==> config.mk <==
export PLATFORM = sky130hd
export DESIGN_NAME = sdf_twiddle_multiplier_flat
export DESIGN_NICKNAME = d
export VERILOG_FILES = /design/src/rtl/sdf_twiddle_multiplier_pkg.sv /design/src/rtl/sdf_twiddle_multiplier_if.sv /design/src/rtl/sdf_twiddle_multiplier_rom.sv /design/src/rtl/sdf_twiddle_multiplier.sv /design/src/flat_wrapper.sv
export SDC_FILE = /design/constraint.sdc
export NUM_CORES = 1
export LEC_CHECK = 0
export BUFFER_PORTS_ARGS = -buffer_cell sky130_fd_sc_hd__buf_2
export CORE_MARGIN = 5
export CORE_UTILIZATION = 47
export CTS_CLUSTER_DIAMETER = 30
export DETAILED_ROUTE_END_ITERATION = 10
export PLACE_DENSITY = 0.74
export SYNTH_ARGS = -nofsm -noshare
export SYNTH_HDL_FRONTEND = slang
export SYNTH_SLANG_ARGS = --single-unit
export TNS_END_PERCENT = 50
==> constraint.sdc <==
create_clock -name clk -period 12.6 [get_ports clk]
set_clock_uncertainty 0.15 [all_clocks]
set_input_delay 1.26 -clock clk [delete_from_list [all_inputs] [get_ports clk]]
set_output_delay 1.26 -clock clk [all_outputs]
set_load 0.01 [all_outputs]
==> src/rtl/sdf_twiddle_multiplier_pkg.sv <==
// -----------------------------------------------------------------------------
// sdf_twiddle_multiplier_pkg
// Shared definitions for the SDF twiddle multiplier:
//   - default twiddle width / fraction constants
//   - multiply/bypass mode encoding
//   - round-half-up + saturate helper used on the final complex sums
// -----------------------------------------------------------------------------
package sdf_twiddle_multiplier_pkg;

    localparam int TW_W_DEF    = 13;
    localparam int TW_FRAC_DEF = 11;

    // Wide enough for any full-precision sum this block can produce.
    localparam int ACC_W = 64;

    typedef enum logic {
        MODE_BYPASS = 1'b0,
        MODE_MULT   = 1'b1
    } mode_e;

    typedef struct packed {
        logic                    sat;
        logic signed [ACC_W-1:0] val;
    } rs_t;

    // Add half an LSB, drop 'frac' fraction bits (floor), then clamp to a
    // signed out_w-bit range. val is already inside that range on return.
    function automatic rs_t round_sat(input logic signed [ACC_W-1:0] sum,
                                      input int frac,
                                      input int out_w);
        logic signed [ACC_W-1:0] r;
        logic signed [ACC_W-1:0] lim_hi;
        logic signed [ACC_W-1:0] lim_lo;
        rs_t                     res;
        r      = (sum + (64'sd1 <<< (frac - 1))) >>> frac;
        lim_hi = (64'sd1 <<< (out_w - 1)) - 64'sd1;
        lim_lo = -(64'sd1 <<< (out_w - 1));
        if (r > lim_hi) begin
            res.sat = 1'b1;
            res.val = lim_hi;
        end else if (r < lim_lo) begin
            res.sat = 1'b1;
            res.val = lim_lo;
        end else begin
            res.sat = 1'b0;
            res.val = r;
        end
        return res;
    endfunction

endpackage

==> src/rtl/sdf_twiddle_multiplier_if.sv <==
// -----------------------------------------------------------------------------
// sdf_twiddle_multiplier_if
// Streaming sample bus into and out of the twiddle multiplier.
//   in_valid/in_sop/in_real/in_imag     : upstream sample (no backpressure)
//   out_valid/out_sop/out_mode/out_sat  : downstream qualifiers
//   out_real/out_imag                   : downstream sample
// Modports: master = sample producer / result consumer, slave = multiplier.
// -----------------------------------------------------------------------------
interface sdf_twiddle_multiplier_if #(
    parameter int DATA_W = 15,
    parameter int OUT_W  = 16
);
    logic                     in_valid;
    logic                     in_sop;
    logic signed [DATA_W-1:0] in_real;
    logic signed [DATA_W-1:0] in_imag;
    logic                     out_valid;
    logic                     out_sop;
    logic                     out_mode;
    logic                     out_sat;
    logic signed [OUT_W-1:0]  out_real;
    logic signed [OUT_W-1:0]  out_imag;

    modport master (
        output in_valid, in_sop, in_real, in_imag,
        input  out_valid, out_sop, out_mode, out_sat, out_real, out_imag
    );

    modport slave (
        input  in_valid, in_sop, in_real, in_imag,
        output out_valid, out_sop, out_mode, out_sat, out_real, out_imag
    );
endinterface

==> src/rtl/sdf_twiddle_multiplier_rom.sv <==
// -----------------------------------------------------------------------------
// sdf_twiddle_multiplier_rom
// Combinational twiddle lookup for one SDF stage, block length M.
//   i_p    : position inside the block (cnt mod M)
//   o_wr   : Re(W_M^p), TW_FRAC fraction bits
//   o_wi   : Im(W_M^p) = -sin(2*pi*p/M)
//   o_mode : MODE_MULT for the first half of the block, MODE_BYPASS otherwise
// The table is computed at elaboration from $cos/$sin.
// -----------------------------------------------------------------------------
module sdf_twiddle_multiplier_rom
    import sdf_twiddle_multiplier_pkg::*;
#(
    parameter int N_LOG2  = 3,
    parameter int STAGE   = 1,
    parameter int TW_W    = TW_W_DEF,
    parameter int TW_FRAC = TW_FRAC_DEF
) (
    input  logic [N_LOG2-STAGE-1:0] i_p,
    output logic signed [TW_W-1:0]  o_wr,
    output logic signed [TW_W-1:0]  o_wi,
    output mode_e                   o_mode
);
    localparam int  P_W = N_LOG2 - STAGE;
    localparam int  M   = 1 << P_W;
    localparam real PI  = 3.14159265358979323846;

    // Quantise with round half away from zero.
    function automatic logic signed [TW_W-1:0] tw_quant(input int p, input bit imag);
        real ang;
        real x;
        real s;
        ang = 2.0 * PI * $itor(p) / $itor(M);
        x   = imag ? -$sin(ang) : $cos(ang);
        s   = x * $itor(1 << TW_FRAC);
        if (s >= 0.0)
            return TW_W'($rtoi(s + 0.5));
        else
            return TW_W'(-$rtoi(-s + 0.5));
    endfunction

    logic signed [TW_W-1:0] w_tab_re [M];
    logic signed [TW_W-1:0] w_tab_im [M];

    generate
        for (genvar gi = 0; gi < M; gi++) begin : g_tab
            localparam logic signed [TW_W-1:0] LP_RE = tw_quant(gi, 1'b0);
            localparam logic signed [TW_W-1:0] LP_IM = tw_quant(gi, 1'b1);
            if (gi < M / 2) begin : g_mult
                assign w_tab_re[gi] = LP_RE;
                assign w_tab_im[gi] = LP_IM;
            end else begin : g_byp
                assign w_tab_re[gi] = '0;
                assign w_tab_im[gi] = '0;
            end
        end
    endgenerate

    assign o_wr   = w_tab_re[i_p];
    assign o_wi   = w_tab_im[i_p];
    // p < M/2 exactly when the top bit of p is clear.
    assign o_mode = i_p[P_W-1] ? MODE_BYPASS : MODE_MULT;

endmodule

==> src/rtl/sdf_twiddle_multiplier.sv <==
// -----------------------------------------------------------------------------
// sdf_twiddle_multiplier
// Pipelined twiddle multiplier for one radix-2 SDF FFT stage.
//   clk    : rising-edge clock
//   rst_n  : asynchronous active-low reset
//   io_bus : sample bus (slave side), see sdf_twiddle_multiplier_if
// Three register stages for every sample: S1 input + twiddle, S2 the four
// partial products, S3 sum/round/saturate (or sign-extended bypass).
// A frame counter, resynchronised by in_sop, selects the twiddle.
// -----------------------------------------------------------------------------
module sdf_twiddle_multiplier
    import sdf_twiddle_multiplier_pkg::*;
#(
    parameter int N_LOG2  = 3,
    parameter int STAGE   = 1,
    parameter int DATA_W  = 15,
    parameter int TW_W    = TW_W_DEF,
    parameter int TW_FRAC = TW_FRAC_DEF,
    parameter int OUT_W   = 16
) (
    input  logic                     clk,
    input  logic                     rst_n,
    sdf_twiddle_multiplier_if.slave  io_bus
);
    localparam int P_W    = N_LOG2 - STAGE;
    localparam int PROD_W = DATA_W + TW_W;
    localparam int SUM_W  = PROD_W + 1;

    // ---------------- counter / twiddle select ----------------
    logic [N_LOG2-1:0]      r_cnt;
    logic [N_LOG2-1:0]      w_cnt_eff;
    logic signed [TW_W-1:0] w_rom_wr;
    logic signed [TW_W-1:0] w_rom_wi;
    mode_e                  w_rom_mode;

    // A start-of-frame sample always uses position 0, wherever the counter was.
    assign w_cnt_eff = io_bus.in_sop ? '0 : r_cnt;

    always_ff @(posedge clk or negedge rst_n) begin
        if (!rst_n)
            r_cnt <= '0;
        else if (io_bus.in_valid)
            r_cnt <= w_cnt_eff + 1'b1;
    end

    sdf_twiddle_multiplier_rom #(
        .N_LOG2 (N_LOG2),
        .STAGE  (STAGE),
        .TW_W   (TW_W),
        .TW_FRAC(TW_FRAC)
    ) u_rom (
        .i_p   (w_cnt_eff[P_W-1:0]),
        .o_wr  (w_rom_wr),
        .o_wi  (w_rom_wi),
        .o_mode(w_rom_mode)
    );

    // ---------------- S1: input and twiddle ----------------
    logic                     r_s1_valid, r_s1_sop;
    mode_e                    r_s1_mode;
    logic signed [DATA_W-1:0] r_s1_ar, r_s1_ai;
    logic signed [TW_W-1:0]   r_s1_wr, r_s1_wi;

    always_ff @(posedge clk or negedge rst_n) begin
        if (!rst_n) begin
            r_s1_valid <= 1'b0;
            r_s1_sop   <= 1'b0;
            r_s1_mode  <= MODE_BYPASS;
            r_s1_ar    <= '0;
            r_s1_ai    <= '0;
            r_s1_wr    <= '0;
            r_s1_wi    <= '0;
        end else begin
            r_s1_valid <= io_bus.in_valid;
            r_s1_sop   <= io_bus.in_valid & io_bus.in_sop;
            r_s1_mode  <= w_rom_mode;
            r_s1_ar    <= io_bus.in_real;
            r_s1_ai    <= io_bus.in_imag;
            r_s1_wr    <= w_rom_wr;
            r_s1_wi    <= w_rom_wi;
        end
    end

    // ---------------- S2: partial products ----------------
    logic                     r_s2_valid, r_s2_sop;
    mode_e                    r_s2_mode;
    logic signed [DATA_W-1:0] r_s2_ar, r_s2_ai;
    logic signed [PROD_W-1:0] r_s2_p_rr, r_s2_p_ii, r_s2_p_ri, r_s2_p_ir;

    always_ff @(posedge clk or negedge rst_n) begin
        if (!rst_n) begin
            r_s2_valid <= 1'b0;
            r_s2_sop   <= 1'b0;
            r_s2_mode  <= MODE_BYPASS;
            r_s2_ar    <= '0;
            r_s2_ai    <= '0;
            r_s2_p_rr  <= '0;
            r_s2_p_ii  <= '0;
            r_s2_p_ri  <= '0;
            r_s2_p_ir  <= '0;
        end else begin
            r_s2_valid <= r_s1_valid;
            r_s2_sop   <= r_s1_sop;
            r_s2_mode  <= r_s1_mode;
            r_s2_ar    <= r_s1_ar;
            r_s2_ai    <= r_s1_ai;
            r_s2_p_rr  <= PROD_W'(r_s1_ar) * PROD_W'(r_s1_wr);
            r_s2_p_ii  <= PROD_W'(r_s1_ai) * PROD_W'(r_s1_wi);
            r_s2_p_ri  <= PROD_W'(r_s1_ar) * PROD_W'(r_s1_wi);
            r_s2_p_ir  <= PROD_W'(r_s1_ai) * PROD_W'(r_s1_wr);
        end
    end

    // ---------------- S3: sum, round, saturate ----------------
    logic signed [SUM_W-1:0] w_sum_re, w_sum_im;
    rs_t                     w_rs_re, w_rs_im;

    always_comb begin
        w_sum_re = SUM_W'(r_s2_p_rr) - SUM_W'(r_s2_p_ii);
        w_sum_im = SUM_W'(r_s2_p_ri) + SUM_W'(r_s2_p_ir);
        w_rs_re  = round_sat(ACC_W'(w_sum_re), TW_FRAC, OUT_W);
        w_rs_im  = round_sat(ACC_W'(w_sum_im), TW_FRAC, OUT_W);
    end

    logic                    r_out_valid, r_out_sop, r_out_sat;
    mode_e                   r_out_mode;
    logic signed [OUT_W-1:0] r_out_re, r_out_im;

    // Data and mode hold through gaps; the per-sample flags drop to 0.
    always_ff @(posedge clk or negedge rst_n) begin
        if (!rst_n) begin
            r_out_valid <= 1'b0;
            r_out_sop   <= 1'b0;
            r_out_sat   <= 1'b0;
            r_out_mode  <= MODE_BYPASS;
            r_out_re    <= '0;
            r_out_im    <= '0;
        end else begin
            r_out_valid <= r_s2_valid;
            r_out_sop   <= r_s2_valid & r_s2_sop;
            r_out_sat   <= r_s2_valid & (r_s2_mode == MODE_MULT) & (w_rs_re.sat | w_rs_im.sat);
            if (r_s2_valid) begin
                r_out_mode <= r_s2_mode;
                if (r_s2_mode == MODE_MULT) begin
                    r_out_re <= OUT_W'(w_rs_re.val);
                    r_out_im <= OUT_W'(w_rs_im.val);
                end else begin
                    r_out_re <= OUT_W'(r_s2_ar);
                    r_out_im <= OUT_W'(r_s2_ai);
                end
            end
        end
    end

    assign io_bus.out_valid = r_out_valid;
    assign io_bus.out_sop   = r_out_sop;
    assign io_bus.out_sat   = r_out_sat;
    assign io_bus.out_mode  = (r_out_mode == MODE_MULT);
    assign io_bus.out_real  = r_out_re;
    assign io_bus.out_imag  = r_out_im;

endmodule

==> src/flat_wrapper.sv <==
// flat-port wrapper written by rule: the top's interface ports become plain ports
module sdf_twiddle_multiplier_flat import sdf_twiddle_multiplier_pkg::*;
#(
    parameter int N_LOG2  = 3,
    parameter int STAGE   = 1,
    parameter int DATA_W  = 15,
    parameter int TW_W    = TW_W_DEF,
    parameter int TW_FRAC = TW_FRAC_DEF,
    parameter int OUT_W   = 16
)
  (clk, rst_n, io_bus_in_valid, io_bus_in_sop, io_bus_in_real, io_bus_in_imag, io_bus_out_valid, io_bus_out_sop, io_bus_out_mode, io_bus_out_sat, io_bus_out_real, io_bus_out_imag);
  sdf_twiddle_multiplier_if #(.DATA_W(DATA_W), .OUT_W(OUT_W)) io_bus_i ();
  input  logic clk;
  input  logic rst_n;
  input wire logic [$bits(io_bus_i.in_valid)-1:0] io_bus_in_valid;
  input wire logic [$bits(io_bus_i.in_sop)-1:0] io_bus_in_sop;
  input wire logic [$bits(io_bus_i.in_real)-1:0] io_bus_in_real;
  input wire logic [$bits(io_bus_i.in_imag)-1:0] io_bus_in_imag;
  output wire logic [$bits(io_bus_i.out_valid)-1:0] io_bus_out_valid;
  output wire logic [$bits(io_bus_i.out_sop)-1:0] io_bus_out_sop;
  output wire logic [$bits(io_bus_i.out_mode)-1:0] io_bus_out_mode;
  output wire logic [$bits(io_bus_i.out_sat)-1:0] io_bus_out_sat;
  output wire logic [$bits(io_bus_i.out_real)-1:0] io_bus_out_real;
  output wire logic [$bits(io_bus_i.out_imag)-1:0] io_bus_out_imag;
  assign io_bus_i.in_valid = io_bus_in_valid;
  assign io_bus_i.in_sop = io_bus_in_sop;
  assign io_bus_i.in_real = io_bus_in_real;
  assign io_bus_i.in_imag = io_bus_in_imag;
  assign io_bus_out_valid = io_bus_i.out_valid;
  assign io_bus_out_sop = io_bus_i.out_sop;
  assign io_bus_out_mode = io_bus_i.out_mode;
  assign io_bus_out_sat = io_bus_i.out_sat;
  assign io_bus_out_real = io_bus_i.out_real;
  assign io_bus_out_imag = io_bus_i.out_imag;
  sdf_twiddle_multiplier #(.N_LOG2(N_LOG2), .STAGE(STAGE), .DATA_W(DATA_W), .TW_W(TW_W), .TW_FRAC(TW_FRAC), .OUT_W(OUT_W)) u_core (.clk(clk), .rst_n(rst_n), .io_bus(io_bus_i));
endmodule
; Yosys cells after proc, flatten, opt, wreduce, memory -nomap -nowiden
; Index checks and enable logic that the tools add are counted.
[totals]
register_bits = 243
wordCells = 57
[classes]
add_sub_neg = 5
mul = 4
n_lt_le_gt_ge = 5
muxes = 14
n_bitwise = 6
[ops]
columns = cell, count
row1 = $mux 65, 4
row2 = $mul 15x13->28, 4
row3 = $add 29x12->30 const B, 2
row4 = $bmux 13 s2, 2
row5 = $mux 13, 4
row6 = $gt 19x16->1 const B, 2
row7 = $lt 19x16->1 const B, 2
row8 = $mux 16, 2
row9 = $add 28x28->29, 1
row10 = $sub 28x28->29, 1
row11 = $and 1x1->1, 4
row12 = $add 3x1->3 const B, 1
row13 = $ge 3x3->1 const B, 1
row14 = $mux 3, 1
row15 = $not 2->3, 1
row16 = $mux 1, 1
row17 = $or 1x1->1, 1

; Depth between registers and ports, before layout
[depth]
depth_word = 7
depth_mapped = 18
depth_no_buf = 17

; By module
; A second synthesis with hierarchy kept.
[hier_totals]
hier_cells = 3935
hier_area_um2 = 38346.8
[by_module_without_submodules]
columns = mod, n_inst, cells_each, area_each_um2, seq_area_each_um2
row1 = sdf_twiddle_multiplier, 1, 3907, 38149.1, 6055.8
row2 = sdf_twiddle_multiplier_rom, 1, 28, 197.7, 0.0

; Least setup slack after synthesis
; Ideal clock, no wire load.
[synth_path]
path_kind = register to register
from = register u_core.r_s1_wi[11]
to = register u_core.r_s2_p_ri[26]
arrival_time_ns = 4.215
required_ns = 12.328
slack_ns = 8.113
path_stages_with_launch = 18
n_path_buf = 1
path_cell_list = dfrtp_1 -> clkbuf_1 -> nor2b_1 -> ha_1 -> ha_1 -> ha_1 -> ha_1 -> ha_1 -> ha_1 -> ha_1 -> a41o_1 -> a21oi_1 -> nor2b_1 -> o21a_1 -> o21a_1 -> o21a_1 -> o41a_1 -> xor2_1
[synth_via]
elab_chain_cells = 1
[synth_rtl]
columns = element, line_no
row1 = "start, declared", sdf_twiddle_multiplier.sv:62  ; logic signed [TW_W-1:0] r_s1_wr, r_s1_wi;
row2 = "start signal, assigned", sdf_twiddle_multiplier.sv:80  ; r_s1_wi <= w_rom_wi;
row3 = $mul 15x13->28, sdf_twiddle_multiplier.sv:109  ; r_s2_p_ri <= PROD_W'(r_s1_ar) * PROD_W'(r_s1_wi);
row4 = "end signal, assigned", sdf_twiddle_multiplier.sv:109
row5 = "end, declared", sdf_twiddle_multiplier.sv:88  ; logic signed [PROD_W-1:0] r_s2_p_rr, r_s2_p_ii, r_s2_p_ri, r_s2_p_ir;
; Every way passes these cells.
; A chain may end at the register's enable or synchronous reset.

; Worst setup path after layout
; Ends and elaborated chain as after synthesis.

==> flow_summary.yaml <==
timing:
  timing.final.hold_violations: 0
  drv_slew: 0
  min_period_over_period: 0.3838
  fmax_mhz: 206.8
  min_period_ps: 4836
  worst-slew-pin-transition_ps: 1092
  rsz0062_at_grt: "no"
  slew_headroom: 0.2705
  worst_slack_ps: 7764
  tns_ps: 0
  setup_viol: 0
global_routing:
  use_met3: 0.03890
  grt_util_all_layers: 0.1854
  antenna_found_initial: 2
  busiest_layer: "met2"
  use_met1: 0.2712
  overflow: 0
  grt_pass1_wl_um: 38760
  grt_pass1_vias: 7528
  use_met2: 0.2826
  grt_max_degree: 108
route:
  drt_iter0_drc: 584
  wirelength_um: 23680
  num_vias: 7721
  avgRoutedWirePerCell_um: 16.72
  firstDrtPassIters: 5
  drt.antenna.violating_nets: 0
  viasPerCell: 5.453
  drc: 0
final_layout:
  layout-drive-gt1-share: 0.1231
  utilization: 0.5253
  n_fill_cell: 2069
  area_delta_synth_final_pct: 10.58
  diodes: 0
  final_nets: 1363
die:
  die_x_um: 163.8
  io_pins: 70
  core.rowCount: 56
  dieArea_mm2: 0.02683
  initial_core_util: 0.4751
  core_mm2: 0.02340
  fp.dieH_um: 163.8
synthesis:
  syn_area_mm2: 0.01112
  synth_seq_cells: 170
  synthCells: 1019
  seq_area_frac_synth: 0.3826
  synth_warnings: 0
  yosysTopAreaCellShare: 0.3826
  synth.most_common_cell: "ha_1"
  synth_edf_count: 0
  async_flop_share: 1.000
  synthTopCellsByArea: "dfrtp_1 (38%), ha_1 (27%), and2_1 (3.7%)"
  synth_top_area_cell: "dfrtp_1"
  synth_commonest_cells: "ha_1 (241), dfrtp_1 (170), and2_1 (65), nor2_1 (63), inv_1 (59)"
  ys.flop_type: "dfrtp_1"
  syn_nets: 1298
  synth_cell_types: 69
  syn_area_per_cell_um2: 10.91
clock_tree:
  cts-resized-gates: 0
  root_buffer: "clkbuf_16"
  post_cts.repair.setup_buffers: 0
  cts_tree: "done"
  clock-sinks: 170
  cts_max_path_buffers: 2
  htreeDepth: 4
  hold_buffers: 0
  cts_buffers: 17
  clock_latency_ps: 440
  path_clk_slew_ps: 70
critical_path:
  cpPeakStageDelay_ps: 370
  r2r-end: "u_core.r_s2_p_ri[26]"
  critPathArrivalTime_ps: 5010
  r2r_slack_ps: 7760
  startpoint: "u_core.r_s1_wi[11]"
  startpoint_type: "flip-flop"
  slowest_stage: "buf_4"
  cp-end-kind: "flip-flop"
  crit_buf_inv: 1
  cp_common_cell: "ha_1"
  path_max_fanout: 62
  crit_type: "flip-flop to flip-flop"
  cp_num_cells: 17
  r2r_start: "u_core.r_s1_wi[11]"
  crit_end: "u_core.r_s2_p_ri[26]"
  worstPathCellList: "buf_4 -> nor2b_1 -> ha_1 -> ha_1 -> ha_1 -> ha_1 -> ha_1 -> ha_1 -> ha_1 -> a41o_1 -> a21oi_1 -> nor2b_1 -> o21a_1 -> o21a_1 -> o21a_1 -> o41a_1 -> xor2_1"
  rr_worst_depth: 17
  cp.required_ps: 12770
  critPathTopFamily: "adder cells"
placement:
  gp_congestion: 0.8832
  place_ws_ps: 7840
  portBuffers: 69
  dpl.hpwl_um: 18350
power_and_ir_drop:
  cellPowerDensity_mw_per_mm2: 162.8
  leakage_nw: 6.383
  ir_drop_uv: 83.87
  power_w: 0.002001
hold_path:
  hold_path.class: "flip-flop to flip-flop"
flow_run:
  drv_cap: 0
run_status:
  status: "complete, no violations"
## cell type report
| type | instances | area, um^2 | area share |
|---|---|---|---|
| Multi-Input combinational cell | 763 | 6465 | 0.5258 |
| Sequential cell | 170 | 4255 | 0.3461 |
| Clock buffer | 17 | 425.4 | 0.03460 |
| Tap cell | 319 | 399.1 | 0.03246 |
| Timing Repair Buffer | 73 | 381.6 | 0.03104 |
| Inverter | 59 | 221.5 | 0.01801 |
| Clock inverter | 15 | 146.4 | 0.01191 |
## worst min path at each step
stage | startpoint | endpoint | slack, ps | cells past startpoint
finish | u_core.r_s1_valid | u_core.r_s2_valid | 200 | 0
global route | u_core.r_s1_mode | u_core.r_s2_mode | 200 | 0
CTS | u_core.r_s1_mode | u_core.r_s2_mode | 200 | 0
detailed placement | u_core.r_s1_mode | u_core.r_s2_mode | 180 | 0
global placement | u_core.r_s1_sop | u_core.r_s2_sop | 180 | 0
floorplan | u_core.r_s1_mode | u_core.r_s2_mode | 180 | 0
## cells by family after synthesis
kind of cell               share of synthesized area
AOI/OAI and AO/OA                             0.1344
xor gates and xnor gates                     0.04333
adders and majority gates                     0.2784
buffers and inverters                        0.03590
DFF                                           0.3826
muxes                                       0.005852
and+or+nand+nor                               0.1195
## report_power, final
part	switching (W)	internal [W]
Clock	0.000249	0.000264
Combinational	0.000458	0.000329
Sequential	0.0000614	0.000640
Total	0.000768	0.00123
## stage by stage
stage                     hold WS, ps  area, um^2  std cells
after floorplan                 181.2       11120       1019
after global placement          181.4       11720       1384
after detailed placement        184.7       11720       1384
after CTS                       199.9       12290       1416
after global routing            204.3       12290       1416
final                           198.3       12290       1416
## per-layer routing
| layer | up-vias | wire (um) |
|---|---|---|
| li1 | 3793 | - |
| met1 | 3698 | 11560 |
| met2 | 207 | 10430 |
| met3 | 23 | 1321 |
| met4 | 0 | 367 |
| met5 | - | 0 |
## sequential cells by signal, summed over array words and instances (netlist names)
register and cells:
u_core.r_s2_p_ii 17, u_core.r_s2_p_ri 17, u_core.io_bus.out_imag 16, u_core.io_bus.out_real 16, u_core.r_s1_ai 15, u_core.r_s1_ar 15
u_core.r_s2_ai 15, u_core.r_s2_ar 15, u_core.r_s2_p_ir 15, u_core.r_s2_p_rr 15, u_core.r_cnt 2, u_core.io_bus.out_mode 1
u_core.io_bus.out_sat 1, u_core.io_bus.out_sop 1, u_core.io_bus.out_valid 1, u_core.r_s1_mode 1, u_core.r_s1_sop 1, u_core.r_s1_valid 1
u_core.r_s1_wi 1, u_core.r_s1_wr 1, u_core.r_s2_mode 1, u_core.r_s2_sop 1, u_core.r_s2_valid 1
## worst register-to-register path: cells and delay by family, from the launching register on
| kind | cells | cell delay, ps |
|---|---|---|
| xor gates and xnor gates | 1 | 150 |
| buffers and inverters | 1 | 370 |
| DFF | 1 | 330 |
| AOI/OAI and AO/OA | 6 | 1380 |
| adders and majority gates | 7 | 2060 |
| and+or+nand+nor | 2 | 270 |
## cell usage in the layout (no fill, tap or decap), drive strengths merged, types with 11 or more instances in the layout
master / count
a31oi: 14
xnor2: 44
buf: 73
nand2: 35
nor2b: 34
and2: 66
a211oi: 15
inv: 69
dfrtp: 170
o221ai: 12
clkbuf: 17
nor2: 63
xor2: 11
a21o: 11
o21bai: 11
ha: 241
o21ai: 47
a21oi: 37
Note: power is estimated with default switching activity, not from simulation.
